===== src/rtl/ofdm_cp_pkg.sv =====
// ofdm_cp_pkg
// Shared definitions for the OFDM cyclic-prefix read sequencer:
//   - default symbol geometry (NFFT, ADDR_W) and reset CP length
//   - mux channel encodings carried on cmd_channel
//   - sequencer state encoding
package ofdm_cp_pkg;

    localparam int NFFT_DEF   = 64;
    localparam int ADDR_W_DEF = 6;
    localparam int CP_DEF     = 16;

    localparam logic [1:0] CH_CP   = 2'd0;
    localparam logic [1:0] CH_BODY = 2'd1;

    typedef enum logic [1:0] {
        IDLE = 2'd0,
        CP   = 2'd1,
        BODY = 2'd2
    } state_e;

endpackage


===== src/rtl/ofdm_cp_sequencer_credit.sv =====
// ofdm_bank_credit
// Tracks how many of the two ping-pong symbol banks hold a complete,
// not-yet-read symbol.
// Ports:
//   clk_clk       in   system clock
//   reset_reset   in   synchronous active-high reset
//   wr_done       in   writer finished a bank (+1 credit)
//   rel_credit    in   reader finished a bank (-1 credit)
//   credit_cnt    out  current credit count, 0..2
//   wr_ready      out  a bank is free for the writer
//   ovf_err       out  sticky: wr_done arrived with both banks full
module ofdm_bank_credit (
    input  logic       clk_clk,
    input  logic       reset_reset,
    input  logic       wr_done,
    input  logic       rel_credit,
    output logic [1:0] credit_cnt,
    output logic       wr_ready,
    output logic       ovf_err
);

    logic [1:0] cnt_q, cnt_d;
    logic       ovf_q, ovf_d;

    always_comb begin
        cnt_d = cnt_q;
        ovf_d = ovf_q;
        // Simultaneous fill and release cancel out, even when full.
        if (wr_done && !rel_credit) begin
            if (cnt_q == 2'd2) begin
                ovf_d = 1'b1;
            end else begin
                cnt_d = cnt_q + 2'd1;
            end
        end else if (!wr_done && rel_credit && (cnt_q != 2'd0)) begin
            cnt_d = cnt_q - 2'd1;
        end
    end

    always_ff @(posedge clk_clk) begin
        if (reset_reset) begin
            cnt_q <= 2'd0;
            ovf_q <= 1'b0;
        end else begin
            cnt_q <= cnt_d;
            ovf_q <= ovf_d;
        end
    end

    assign credit_cnt = cnt_q;
    assign wr_ready   = (cnt_q < 2'd2);
    assign ovf_err    = ovf_q;

endmodule


===== src/rtl/ofdm_cp_sequencer.sv =====
// ofdm_cp_sequencer
// Read-side controller for cyclic-prefix insertion. For every filled bank
// it emits a command stream: the last cp samples of the symbol (channel
// CH_CP), then the whole symbol (channel CH_BODY).
// Ports:
//   clk_clk, reset_reset      clock, synchronous active-high reset
//   wr_done / wr_ready        writer handshake (bank filled / bank free)
//   cfg_cp_len / cfg_load     CP length configuration (clamped to NFFT)
//   cmd_valid / cmd_ready     command handshake to the datapath
//   cmd_bank, cmd_addr        bank and sample address to read
//   cmd_channel               output mux select
//   cmd_sop / cmd_eop         first / last command of an output symbol
//   ovf_err                   sticky writer-overrun flag
//   sym_count                 completed output symbols (wraps)
//
// state | meaning
// ------+----------------------------------------------------------
// IDLE  | no full bank; cmd_valid low, waiting for a credit
// CP    | emitting prefix: addresses NFFT-cp .. NFFT-1, channel CP
// BODY  | emitting symbol: addresses 0 .. NFFT-1, channel BODY
module ofdm_cp_sequencer
    import ofdm_cp_pkg::*;
#(
    parameter int NFFT       = NFFT_DEF,
    parameter int ADDR_W     = ADDR_W_DEF,
    parameter int CP_DEFAULT = CP_DEF
) (
    input  logic              clk_clk,
    input  logic              reset_reset,
    input  logic              wr_done,
    output logic              wr_ready,
    input  logic [ADDR_W:0]   cfg_cp_len,
    input  logic              cfg_load,
    output logic              cmd_valid,
    input  logic              cmd_ready,
    output logic              cmd_bank,
    output logic [ADDR_W-1:0] cmd_addr,
    output logic [1:0]        cmd_channel,
    output logic              cmd_sop,
    output logic              cmd_eop,
    output logic              ovf_err,
    output logic [15:0]       sym_count
);

    localparam logic [ADDR_W:0]   NFFT_W    = (ADDR_W+1)'(NFFT);
    localparam logic [ADDR_W:0]   CP_RST    = (ADDR_W+1)'(CP_DEFAULT);
    localparam logic [ADDR_W-1:0] ADDR_LAST = ADDR_W'(NFFT - 1);

    state_e            state_q, state_d;
    logic              valid_q, valid_d;
    logic              bank_q, bank_d;
    logic [ADDR_W-1:0] addr_q, addr_d;
    logic [1:0]        chan_q, chan_d;
    logic              sop_q, sop_d;
    logic              eop_q, eop_d;
    logic [15:0]       sym_q, sym_d;
    logic [ADDR_W:0]   cfg_q, cfg_d;

    logic              accept;
    logic              eop_accept;
    logic              start;
    logic [1:0]        credit_cnt;
    logic [ADDR_W:0]   cp_start;
    logic [ADDR_W-1:0] addr_inc;

    assign accept     = valid_q && cmd_ready;
    assign eop_accept = accept && eop_q && (state_q == BODY);
    assign addr_inc   = addr_q + ADDR_W'(1);
    // cp = NFFT wraps to start address 0, i.e. a full-symbol repeat.
    assign cp_start   = NFFT_W - cfg_q;

    ofdm_bank_credit u_credit (
        .clk_clk     (clk_clk),
        .reset_reset (reset_reset),
        .wr_done     (wr_done),
        .rel_credit  (eop_accept),
        .credit_cnt  (credit_cnt),
        .wr_ready    (wr_ready),
        .ovf_err     (ovf_err)
    );

    always_comb begin
        state_d = state_q;
        valid_d = valid_q;
        bank_d  = bank_q;
        addr_d  = addr_q;
        chan_d  = chan_q;
        sop_d   = sop_q;
        eop_d   = eop_q;
        sym_d   = sym_q;
        cfg_d   = cfg_q;
        start   = 1'b0;

        // The register only feeds symbol starts, so a load mid-symbol
        // cannot disturb the symbol in flight.
        if (cfg_load) begin
            cfg_d = (cfg_cp_len > NFFT_W) ? NFFT_W : cfg_cp_len;
        end

        case (state_q)
            IDLE: begin
                if (credit_cnt != 2'd0) begin
                    start = 1'b1;
                end
            end
            CP: begin
                if (accept) begin
                    sop_d = 1'b0;
                    if (addr_q == ADDR_LAST) begin
                        state_d = BODY;
                        addr_d  = '0;
                        chan_d  = CH_BODY;
                    end else begin
                        addr_d = addr_inc;
                    end
                end
            end
            BODY: begin
                if (accept) begin
                    sop_d = 1'b0;
                    if (eop_q) begin
                        bank_d = ~bank_q;
                        sym_d  = sym_q + 16'd1;
                        // Credit remaining after this release (a same-cycle
                        // wr_done replaces the one being released).
                        if ((credit_cnt == 2'd2) || wr_done) begin
                            start = 1'b1;
                        end else begin
                            state_d = IDLE;
                            valid_d = 1'b0;
                            eop_d   = 1'b0;
                        end
                    end else begin
                        addr_d = addr_inc;
                        eop_d  = (addr_inc == ADDR_LAST);
                    end
                end
            end
            default: begin
                state_d = IDLE;
                valid_d = 1'b0;
            end
        endcase

        if (start) begin
            valid_d = 1'b1;
            sop_d   = 1'b1;
            eop_d   = 1'b0;
            if (cfg_q != '0) begin
                state_d = CP;
                addr_d  = cp_start[ADDR_W-1:0];
                chan_d  = CH_CP;
            end else begin
                state_d = BODY;
                addr_d  = '0;
                chan_d  = CH_BODY;
            end
        end
    end

    always_ff @(posedge clk_clk) begin
        if (reset_reset) begin
            state_q <= IDLE;
            valid_q <= 1'b0;
            bank_q  <= 1'b0;
            addr_q  <= '0;
            chan_q  <= CH_CP;
            sop_q   <= 1'b0;
            eop_q   <= 1'b0;
            sym_q   <= 16'd0;
            cfg_q   <= CP_RST;
        end else begin
            state_q <= state_d;
            valid_q <= valid_d;
            bank_q  <= bank_d;
            addr_q  <= addr_d;
            chan_q  <= chan_d;
            sop_q   <= sop_d;
            eop_q   <= eop_d;
            sym_q   <= sym_d;
            cfg_q   <= cfg_d;
        end
    end

    assign cmd_valid   = valid_q;
    assign cmd_bank    = bank_q;
    assign cmd_addr    = addr_q;
    assign cmd_channel = chan_q;
    assign cmd_sop     = sop_q;
    assign cmd_eop     = eop_q;
    assign sym_count   = sym_q;

endmodule


===== config.mk =====
export PLATFORM = sky130hd
export DESIGN_NAME = ofdm_cp_sequencer
export DESIGN_NICKNAME = d
export VERILOG_FILES = /design/src/rtl/ofdm_cp_pkg.sv /design/src/rtl/ofdm_cp_sequencer_credit.sv /design/src/rtl/ofdm_cp_sequencer.sv
export SDC_FILE = /design/constraint.sdc
export NUM_CORES = 1
export LEC_CHECK = 0
export BUFFER_PORTS_ARGS = -buffer_cell sky130_fd_sc_hd__buf_2
export CAP_MARGIN = 20
export CORE_AREA = 5 5 83 62
export DETAILED_ROUTE_END_ITERATION = 16
export DIE_AREA = 0 0 88 67
export PLACE_DENSITY = 0.73
export SETUP_SLACK_MARGIN = 0.4
export SYNTH_ARGS = -nofsm -noshare
export SYNTH_HDL_FRONTEND = slang
export SYNTH_SLANG_ARGS = --single-unit

===== constraint.sdc =====
create_clock -name clk_clk -period 2.62 [get_ports clk_clk]
set_input_delay 0.524 -clock clk_clk [delete_from_list [all_inputs] [get_ports clk_clk]]
set_output_delay 0.524 -clock clk_clk [all_outputs]
set_load 0.03 [all_outputs]

# Word-level counts from Yosys, hierarchy flattened
# Index checks and enable logic that the tools add are counted.
[totals]
ff_bits = 40
latchBits = 0
ram_bits = 0
romBits = 0
inputBits = 12
output_inout_bits = 30
word_cells = 101
n_memories = 0
[classes]
n_addsub = 5
n_mul = 0
n_div = 0
order_cmp = 2
eq_ne = 14
n_shift = 0
mux = 38
bitwise_logic = 1
n_reduce_logical = 30
[ops]
columns = ["operator", "count"]
rows = [
  ["6-bit 2-to-1 mux", 6],
  ["2-bit 2-to-1 mux", 14],
  ["3-bit != test, second input constant", 6],
  ["16-bit by 1-bit adder with 16-bit output, second input constant", 1],
  ["1-bit 2-to-1 mux", 13],
  ["6-bit == test, second input constant", 2],
  ["6-bit case mux with 2 select lines", 1],
  ["2-bit nonzero test", 6],
  ["2-bit AND reduction", 4],
  ["4-bit AND reduction", 2],
  ["7-bit greater-than comparator, second input constant", 1],
  ["7-bit 2-to-1 mux", 1],
  ["7-bit nonzero test", 1],
  ["6-bit by 1-bit adder with 6-bit output, second input constant", 1],
  ["1-bit logical AND", 6],
  ["2-bit case mux with 3 select lines", 1],
  ["3-bit AND reduction", 2],
  ["6-bit AND reduction", 1],
  ["2-bit OR reduction", 3],
  ["1-bit by 6-bit subtractor with 6-bit output, first input constant", 1],
  ["2-bit == test, second input constant", 2],
  ["2-bit != test, second input constant", 2],
  ["1-bit case mux with 2 select lines", 2],
  ["3-bit nonzero test", 1],
  ["9 further kinds", 10],
]

# Logic depth before layout (Yosys ltp)
# Gate-level depths: netlist of the first run.
[logic_depth]
word_depth = 8
ltp_mapped = 9
ltp_nobuf = 7

# Cells and area by module
# Synthesis of the first run repeated with hierarchy kept, for this count alone.
[hier_totals]
hier_cells = 243
area_unflattened_um2 = 2021.9
[modules_own_cells]
columns = ["mod", "instances", "cells_each", "area_per_inst_um2", "seq_area_each_um2"]
rows = [
  ["ofdm_cp_sequencer", 1, 227, 1873.0, 720.7],
  ["ofdm_bank_credit", 1, 16, 148.9, 60.1],
]

# Worst setup path after synthesis of the first run
# Ideal clock, no wire load.
[synth_path]
path_type = "register -> register"
startpoint = "register cfg_q[0]"
endpoint = "register addr_q[5] (netlist: cmd_addr[5])"
setup_ns = 0.133
arrival_time_ns = 1.725
required_ns = 2.487
slack_ns = 0.762
path_stages_with_launch = 8
n_path_buf = 0
synth_period_minus_slack_ns = 1.858
cell_sequence = "dfxtp_1 -> inv_1 -> ha_1 -> or3b_4 -> or4_4 -> a21boi_4 -> a22oi_1 -> o32ai_1"
[synth_via]
elab_chain_len = 3
word_cells_on_any_way = 4
classes_between = "1 x add/sub; 2 x mux; 1 x reduce/logical"
[synth_rtl]
columns = ["item", "line", "rtl"]
rows = [
  ["start, declared", "ofdm_cp_sequencer.sv:57", "logic [ADDR_W:0] cfg_q, cfg_d;"],
  ["start signal, assigned", "ofdm_cp_sequencer.sv:181", "cfg_q <= cfg_d;"],
  ["1-bit by 6-bit subtractor with 6-bit output / 7-bit nonzero test (equally long branches)", "ofdm_cp_sequencer.sv:70, ofdm_cp_sequencer.sv:149", ""],
  ["6-bit 2-to-1 mux (*)", "ofdm_cp_sequencer.sv:149", "if (cfg_q != '0) begin"],
  ["6-bit 2-to-1 mux (*)", "ofdm_cp_sequencer.sv:145", "if (start) begin"],
  ["end signal, assigned", "ofdm_cp_sequencer.sv:176", "addr_q <= addr_d;"],
  ["end, declared", "ofdm_cp_sequencer.sv:52", "logic [ADDR_W-1:0] addr_q, addr_d;"],
]
# Every way passes the cells marked *; elsewhere a longest branch is shown, timed or not.
# A chain may end at the register's enable or synchronous reset.

# Worst setup path in the final report of the first run
[layout_path]
startpoint = "register cfg_q[0]"
endpoint = "register addr_q[0] (netlist: cmd_addr[0])"
# The elaborated chain is that of the path after synthesis.

==> results.md, run 1 <==
- Tcrit/Tclk final: 0.786
- Critical Path End Type: register
- Crit path buffers/inverters: 1
- Top_reg_cell synth: dfxtp_1
- Clock Skews: 0.0129 ns
- Most frequent cells in the layout: 40 x buf_2, 39 x dfxtp_1, 38 x nor2_1
- Worst skew pair latency: 0.30 ns
- Clk slew on worst S/H paths: 0.08 ns
- Tot GR Track Use: 0.188
- CP max stage cell: or4_4
- Layout cells sized above 1: 0.203
- Critical-path cell list: inv_1, ha_1, or3b_4, or4_4, a21boi_4, a32oi_1, a211oi_1
- Max Cap Viol: 0
- Fraction of registers with async set/reset: 0
- # rows: 20
- Hold Vio Cnt, Final: 0
- Least-Margin Pin Slew: 0.830 ns
- Status: finished clean
- TritonCTS Buffers: 5
- Post-synth EDFFs: 0
- Die X: 88 um
- Reg-to-Reg Start: cfg_q[0]
- Max incr delay on CP: 0.45 ns
- Number of global-route vias before repair: 1843
- WS Path Type: reg2reg
- Critical path launch point type: register
- Netlist cell types: 53
- Synth Net Count: 272
- Max Root-Sink Buffers: 2
- Peak VDD IR: 429 uV
- Layout Utilization: 0.578
- Global route total overflow: 0
- Register area share after synthesis: 0.377
- Root buffer cell: clkbuf_8
- RSZ-0062 raised after global routing: false
- Num ports: 42
- Residual DRC: 0
- Detailed Route Iter0 Violations: 165
- Worst hold slack: 0.460 ns
- Largest net degree at the start of global routing: 31
- IO buf count: 40
- Post-DR vias/cell: 5.52
- Fin Setup TNS: 0 ns
- Antenna Cells: 0
- Leakage: 0.989 nW
- First-pass GRT wire length: 8640 um
- Routed WL per cell: 14.7 um
- Total die area: 0.00590 mm^2
- Worst path top cell family by delay: simple AND/OR/NAND/NOR gates
- Initial Util: 0.490
- Hold_sp: cmd_sop
- Clock sink count: 39
- WP data required: 2.76 ns
- Routed Antenna Nets: 0
- Die height: 67 um
- Syn Area/Cell: 8.18 um^2
- Initial antenna violation count: 0
- Hold-fix buffers, CTS: 0
- Max frequency: 486 MHz
- DP HPWL: 3600 um
- Final nets: 308
- Cell count along the critical path: 7
- Reg2Reg Setup Slack: 0.56 ns
- Min Tclk post-route: 2.06 ns
- Power Dens Cells: 703 mW/mm^2
- Cell Count Post-Placement: 337
- WHS Endpoint: cmd_sop
- Post-Synthesis Cells: 253
- Final Slew Violations: 0
- Max Fanout on Critical Path: 4
- WP data arrival: 2.20 ns
- Synth Warn #: 0
- Vias: 1906
- Layout Cells excl Fill: 345
- Core footprint: 0.00423 mm^2
- Hold crit path type: reg2reg
- Deepest level of the CTS H-tree: 2
- # setup viols final: 0
- P&R area growth vs syn: 17.9%
- Worst relative slew slack: 0.443
- Cell depth of the worst flop-to-flop path: 7
- DR pass1 iterations: 4
- Final wirelength: 5060 um
- Most common cell after layout, fill and taps aside: buf_2
- Reg2reg end: cmd_addr[0]
- Mapped cell area: 0.00207 mm^2
- Placer Congestion: 0.870
- DP Worst Slack: 0.434 ns
- FF+latch count, synth: 39
- CTS tree: yes
- Hold depth: 2
- Setup ws final: 0.561 ns
-- per-layer routing --
| layer | global-route usage | part of all wire | vias up |
|---|---|---|---|
| li1 | - | - | 957 |
| met1 | 0.246 | 0.47 | 869 |
| met2 | 0.298 | 0.44 | 72 |
| met3 | 0.0482 | 0.077 | 8 |
| met4 | 0.0670 | 0.015 | 0 |
| met5 | 0 | 0 | - |
-- per-stage QoR --
step           power [W]  area [um^2]
2_1_floorplan    0.00101         2070
3_3_place_gp     0.00111         2290
5_1_grt          0.00181         2440
3_5_place_dp     0.00111         2290
4_1_cts          0.00172         2430
6_report         0.00172         2440
-- flip-flops by register name, summed over array words and instances (netlist names) --
name,cells
cmd_bank,1
cmd_valid,1
cfg_q,7
cmd_eop,1
cmd_channel,1
u_credit.credit_cnt,2
sym_count,16
u_credit.ovf_err,1
cmd_addr,6
state_q,2
cmd_sop,1
-- synthesized netlist by cell type, drive strengths merged (5+ instances only) --
library cell   n  area, um^2
and3           5        31.3
xnor2         12         105
clkbuf         6        22.5
buf            6        31.3
nand3         11        55.1
nor2          39         146
nand2         24        90.1
xor2          10        87.6
ha             7        87.6
nor3           9        45.0
a21oi         19        98.9
and4           5        43.8
o21ai          9        48.8
dfxtp         39         781
inv            8        30.0
-- worst reg2reg max path: stages (launching register included) --
cell	delay [ns]
dfxtp_1	0.35
inv_1	0.07
ha_1	0.16
or3b_4	0.39
or4_4	0.45
a21boi_4	0.18
a32oi_1	0.21
a211oi_1	0.11
-- logic make-up after synthesis --
group	after synthesis	share of synthesized area
other	1	0.00181
AND/OR/NAND/NOR	110	0.265
buffers and inverters	20	0.0405
adder cells (fa/ha/maj)	7	0.0423
flip-flops	39	0.377
AO/OA/AOI/OAI	53	0.175
multiplexers	1	0.00483
XOR/XNOR	22	0.0930
-- power by group --
part | internal, W | switching [W] | total, W
Sequential | 0.000636 | 0.0000608 | 0.000697
Clock | 0.000380 | 0.000223 | 0.000603
Combinational | 0.000155 | 0.000264 | 0.000419
Total | 0.00117 | 0.000547 | 0.00172
-- timing repair --
action,CTS,global route
hold endpoints to repair,0,0
setup endpoints to repair,1,2
buffers inserted,0,0
resized for setup,1,2
cloned,0,0
-- worst max path at each step --
stage,startpoint,end,slack (ns)
finish,cfg_q[0],cmd_addr[0],0.56
global route,state_q[0],cmd_addr[1],0.44
CTS,state_q[0],cmd_addr[0],0.51
detailed placement,state_q[0],cmd_addr[0],0.43
global placement,state_q[0],cmd_addr[0],0.54
floorplan,cfg_q[0],cmd_addr[5],0.76
-- cell type report --
| cell class | count | area [um^2] |
|---|---|---|
| Clock buffer | 5 | 68.8 |
| Sequential cell | 39 | 781 |
| Clock inverter | 3 | 67.6 |
| Timing Repair Buffer | 41 | 208 |
| Multi-Input combinational cell | 194 | 1220 |
| Tap cell | 55 | 68.8 |
| Inverter | 8 | 30.0 |
| Fill cell | 404 | 1790 |
Note: power is estimated with default switching activity, not from simulation.
==> inputs of run 2 (changes only) <==
clock period = 2.15 ns   (was 2.62 ns; I/O delays follow)
==> run 2 against run 1 <==
Compared with the run above: clock power increased by 21%; highest routed layer unchanged; largest cell class unchanged; wire length grew 7.3%; cell count grew 5.8%; combinational power grew 48%; critical path depth stayed put; via count is 5.4% higher; largest power group unchanged.
==> results.md, run 2 (synthesis results as in run 1) <==
- Cell Count Post-Placement: 340 (+0.89%)
- Total die area: 0.00590 mm^2 (unchanged)
- Final Slew Violations: 0 (unchanged)
- Placer Congestion: 0.901 (+3.5%)
- Layout Cells excl Fill: 365 (+5.8%)
- Leakage: 1.16 nW (+17%)
- Final wirelength: 5430 um (+7.3%)
- Placed Area: 0.00237 mm^2 (+3.5%)
- # setup viols final: 0 (unchanged)
- Max frequency: 507 MHz (+4.5%)
- Min Tclk post-route: 1.97 ns (-0.0884 ns)
- First-pass GRT wire length: 8230 um (-4.7%)
- Detailed Route Iter0 Violations: 145 (-12%)
- Tcrit/Tclk final: 0.917 (+0.131)
- Worst skew pair latency: 0.29 ns (about the same)
- Hold crit path type: in2reg
- Clk slew on worst S/H paths: 0.07 ns (about the same)
- TritonCTS Buffers: 5 (unchanged)
- Tot GR Track Use: 0.177 (-0.0116)
- Status: finished clean
- Routed length on met1: 2500 um (+4.7%)
- DP HPWL: 3530 um (-2.1%)
- Most common cell after layout, fill and taps aside: buf_2
- WL met3: 320 um (-18%)
- Clock Skews: 0.00554 ns (-0.00732 ns)
- P&R area growth vs syn: 31.8%
- Hold Vio Cnt, Final: 0 (unchanged)
- WP data required: 2.31 ns (-0.45 ns)
- Power Dens Cells: 807 mW/mm^2 (+15%)
- Vias: 2008 (+5.4%)
- Number of global-route vias before repair: 1765 (-4.2%)
- Worst path top cell family by delay: simple AND/OR/NAND/NOR gates
- Deepest level of the CTS H-tree: 2 (unchanged)
- Critical-path cell list: inv_2, ha_4, or3b_4, or4_4, a21boi_4, a32oi_1, a211oi_1
- Post-Layout Inst Area: 0.00273 mm^2 (+12%)
- CTS tree: yes
- RSZ-0062 raised after global routing: true
- Most frequent cells in the layout: 40 x buf_2, 36 x nor2_1, 36 x dfxtp_1
- Initial Util: 0.490 (unchanged)
- Critical path launch point type: register
- Die height: 67 um (unchanged)
- Final nets: 328 (+6.5%)
- Num ports: 42 (unchanged)
- Core footprint: 0.00423 mm^2 (unchanged)
- Crit path buffers/inverters: 1 (unchanged)
- CP max stage cell: or4_4
- Initial antenna violation count: 0 (unchanged)
- Layout cells sized above 1: 0.310 (+0.106)
- Global route total overflow: 0 (unchanged)
- # rows: 20 (unchanged)
- Clock sink count: 39 (unchanged)
- Root buffer cell: clkbuf_8
- Fill count: 366 (-9.4%)
- WP data arrival: 2.13 ns (-0.07 ns)
- WS Path Type: reg2reg
- Max incr delay on CP: 0.46 ns (about the same)
- Fin Setup TNS: 0 ns (unchanged)
- Max Root-Sink Buffers: 2 (unchanged)
- Routed Antenna Nets: 0 (unchanged)
- Layout Utilization: 0.646 (+0.0680)
- IO buf count: 40 (unchanged)
- Max reg flops: 16 (unchanged)
- Uppermost layer routed: met4
- Die X: 88 um (unchanged)
- Critical Path End Type: register
- Worst hold slack: 0.398 ns (-0.0625 ns)
- Post-DR vias/cell: 5.50 (-0.42%)
- Routed WL per cell: 14.9 um (+1.4%)
- Residual DRC: 0 (unchanged)
- Antenna Cells: 0 (unchanged)
- Max Cap Viol: 0 (unchanged)
- Peak VDD IR: 459 uV (+6.9%)
- Max Fanout on Critical Path: 4 (unchanged)
- Largest net degree at the start of global routing: 22 (-29%)
- DR pass1 iterations: 5 (+1)
- Met2 routed WL: 2540 um (+15%)
-- run 2: cell count changes in the layout (fill, tap and decap cells not counted), moves of 2 or more --
cell	change
buf_6	+2
nor3_4	+2
buf_4	+14
ha_4	+2
inv_1	-3
dfxtp_2	+3
dfxtp_1	-3
inv_2	+3
nor2_1	-2
nor3_1	-2
-- run 2: worst min-delay path: stages --
cell and delay (ns):
buf_2 0.10, nand2_1 0.05, o21ai_0 0.06
-- run 2: layout make-up --
type / instances / area (um^2) / area share
repair buffers: 61 / 384 / 0.141
inverters: 8 / 30.0 / 0.0110
flip-flops and latches: 39 / 785 / 0.287
well taps: 55 / 68.8 / 0.0252
clock inverters: 2 / 60.1 / 0.0220
multi-input cells: 194 / 1330 / 0.487
clock buffers: 6 / 72.6 / 0.0266
-- run 2: final timing paths --
kind | cells past startpoint | to | startpoint | slack [ns]
setup / recovery | 7 | cmd_addr[0] | cfg_q[0] | 0.18
hold / removal | 3 | cfg_q[4] | cfg_cp_len[4] | 0.40
setup reg to reg | 7 | cmd_addr[0] | cfg_q[0] | 0.18
hold reg to reg | 2 | cmd_sop | cmd_sop | 0.46
-- run 2: repair_timing --
item / in CTS / in global routing
pin swaps: 0 / 3
resized for setup: 3 / 18
hold buffers: 0 / 0
gates cloned: 0 / 1
setup buffers: 5 / 11
setup endpoints to repair: 19 / 23
-- run 2: per-stage QoR --
stage,total power [W],setup slack (ns)
floorplan,0.00125,0.316
global placement,0.00139,0.186
detailed placement,0.00139,0.177
CTS,0.00213,0.243
global route,0.00230,0.105
finish,0.00220,0.179
-- run 2: per-layer routing --
metal / track usage / vias up
met2: 0.273 / 65
met3: 0.0383 / 11
met1: 0.243 / 927
met4: 0.0575 / 0
met5: 0 / -
li1: - / 1005
-- run 2: where the power goes --
group	total [W]	internal [W]	leakage, nW	switching [W]
logic	0.000619	0.000257	0.774	0.000362
registers	0.000856	0.000776	0.318	0.0000797
clock network	0.000728	0.000464	0.0654	0.000264
==> inputs of run 3 (changes only) <==
clock period = 2.5 ns   (was 2.15 ns; I/O delays follow)
==> run 3 against run 2 <==
Compared with the run above: largest cell class unchanged; critical endpoint unchanged; wire length shrank 8.2%; sequential power down 14%; combinational power decreased by 29%.
==> results.md, run 3 (synthesis results as in run 1) <==
- Post-DR vias/cell: 5.42 (-1.5%)
- Int Pwr: 0.00103 W (-31%)
- First-pass GRT wire length: 8260 um (+0.34%)
- Core footprint: 0.00423 mm^2 (unchanged)
- Layout Cells excl Fill: 349 (-4.4%)
- Cell depth of the worst flop-to-flop path: 7 (unchanged)
- Peak VDD IR: 424 uV (-7.6%)
- Max Cap Viol: 0 (unchanged)
- Worst relative slew slack: 0.496
- Placer Congestion: 0.850 (-5.7%)
- WP data arrival: 2.18 ns (+0.05 ns)
- Combinational Power Share: 0.277 (-0.004)
- Reg area: 783 um^2 (-0.16%)
- Largest net degree at the start of global routing: 41 (+86%)
- WS Path Type: reg2reg
- Clock sink count: 39 (unchanged)
- Hold crit path type: reg2reg
- TritonCTS Buffers: 5 (unchanged)
- Critical path launch point type: register
- DP HPWL: 3500 um (-0.65%)
- Num ports: 42 (unchanged)
- Cell Count Post-Placement: 337 (-0.88%)
- Deepest level of the CTS H-tree: 2 (unchanged)
- RSZ-0062 raised after global routing: false
- Status: finished clean
- Number of global-route vias before repair: 1739 (-1.5%)
- Layout cells sized above 1: 0.235 (-0.0750)
- Max Root-Sink Buffers: 2 (unchanged)
- Clock Skews: 0.00963 ns (+0.00409 ns)
- Fill count: 387 (+5.7%)
- Tcrit/Tclk final: 0.812 (-0.105)
- Post-Layout Inst Area: 0.00244 mm^2 (-11%)
- Placed Area: 0.00229 mm^2 (-3.4%)
- Share of total power in the clock network: 0.263 (-0.067)
- Detailed Route Iter0 Violations: 115 (-21%)
- WL met3: 408 um (+28%)
- Crit path buffers/inverters: 1 (unchanged)
- Uppermost layer routed: met4
- Global route total overflow: 0 (unchanged)
- P_sw: 0.000564 W (-20%)
- Fin Setup TNS: 0 ns (unchanged)
- CP max stage cell: or4_4
- Routed length on met1: 2480 um (-0.68%)
- Critical Path End Type: register
- Max frequency: 493 MHz (-2.9%)
- Leakage: 0.995 nW (-14%)
- Final Slew Violations: 0 (unchanged)
- Cell count along the critical path: 7 (unchanged)
- Tot GR Track Use: 0.177 (+0.000520)
- # rows: 20 (unchanged)
- Root buffer cell: clkbuf_8
- Multi-input logic area: 0.00123 mm^2 (-7.3%)
- Die X: 88 um (unchanged)
- Hold depth: 2 (-1)
- CTS tree: yes
- WP data required: 2.65 ns (+0.34 ns)
- Setup ws final: 0.470 ns (+0.291 ns)
- P&R area growth vs syn: 17.6%
- Final wirelength: 4980 um (-8.2%)
- IO buf count: 40 (unchanged)
- DP Worst Slack: 0.344 ns (+0.167 ns)
- # setup viols final: 0 (unchanged)
- Worst path top cell family by delay: simple AND/OR/NAND/NOR gates
- Initial antenna violation count: 0 (unchanged)
- Pwr Total: 0.00159 W (-28%)
- Max Fanout on Critical Path: 4 (unchanged)
- Max reg flops: 16 (unchanged)
- Antenna Cells: 0 (unchanged)
- Die height: 67 um (unchanged)
- Vias: 1892 (-5.8%)
- Routed Antenna Nets: 0 (unchanged)
- Min Tclk post-route: 2.03 ns (+0.0593 ns)
- Total die area: 0.00590 mm^2 (unchanged)
- Most frequent cells in the layout: 40 x buf_2, 38 x nor2_1, 37 x dfxtp_1
- Power Dens Cells: 653 mW/mm^2 (-19%)
- Hold Vio Cnt, Final: 0 (unchanged)
- Max incr delay on CP: 0.52 ns (+0.06 ns)
- Final nets: 312 (-4.9%)
- Least-Margin Pin Slew: 0.756 ns
- DR pass1 iterations: 4 (-1)
- Worst skew pair latency: 0.29 ns (about the same)
- Critical-path cell list: inv_2, ha_4, or3b_4, or4_4, a21boi_4, a32oi_1, a211oi_1
- Routed WL per cell: 14.3 um (-4.0%)
- Sequential share of power: 0.460 (+0.072)
- Hold-fix buffers, CTS: 0 (unchanged)
- Switching part of the total power: 0.354 (+0.0342)
- Clk slew on worst S/H paths: 0.08 ns (about the same)
- Met2 routed WL: 2040 um (-20%)
- Residual DRC: 0 (unchanged)
- Most common cell after layout, fill and taps aside: buf_2
- Initial Util: 0.490 (unchanged)
## run 3: cell count changes in the layout (fill, tap and decap cells not counted), moves of 2 or more
cell,previous run,this run
nor2_1,36,38
buf_6,2,0
clkinv_2,0,3
nor3_1,7,9
nor3_4,2,0
bufinv_16,2,0
buf_4,15,5
## run 3: power groups by stage
stage | logic, W | registers (W) | clock network, W
2_1_floorplan | 0.000287 | 0.000775 | 0
3_3_place_gp | 0.000423 | 0.000743 | 0
3_5_place_dp | 0.000423 | 0.000745 | 0
4_1_cts | 0.000428 | 0.000731 | 0.000428
5_1_grt | 0.000483 | 0.000742 | 0.000455
6_report | 0.000440 | 0.000733 | 0.000418
## run 3: path summary, 6_finish.rpt
path | end | slack [ns] | start
worst min register to register | cmd_sop | 0.46 | cmd_sop
worst min-delay path | cmd_sop | 0.46 | cmd_sop
worst max-delay path | cmd_addr[0] | 0.47 | cfg_q[0]
worst max register to register | cmd_addr[0] | 0.47 | cfg_q[0]
## run 3: per-stage QoR
stage / hold slack [ns] / utilization
floorplan: 0.463 / -
CTS: 0.458 / 0.564
detailed placement: 0.450 / 0.542
global route: 0.489 / 0.576
global placement: 0.446 / 0.542
finish: 0.460 / 0.576
## run 3: cell type report
type / instances / share of cell area
multi-input combinational: 194 / 0.506
sequential: 39 / 0.322
timing repair buffer: 45 / 0.0976
clock buffer: 5 / 0.0282
tap: 55 / 0.0282
inverter: 8 / 0.0123
clock inverter: 3 / 0.00616
## run 3: metal layers
layer,vias to the layer above,GRT usage
met3,6,0.0420
li1,972,-
met2,66,0.257
met1,848,0.254
met4,0,0.0594
met5,-,0
## run 3: worst reg2reg max path, stage by stage, from the launching register on
cell and delay [ns]:
dfxtp_2 0.34, inv_2 0.06, ha_4 0.12, or3b_4 0.38, or4_4 0.52, a21boi_4 0.17, a32oi_1 0.19, a211oi_1 0.09
## run 3: timing repair
action,CTS,global route
setup endpoints to repair,3,11
pin swaps,0,4
setup buffers,0,4
gates cloned,0,0
gates resized for setup,2,8
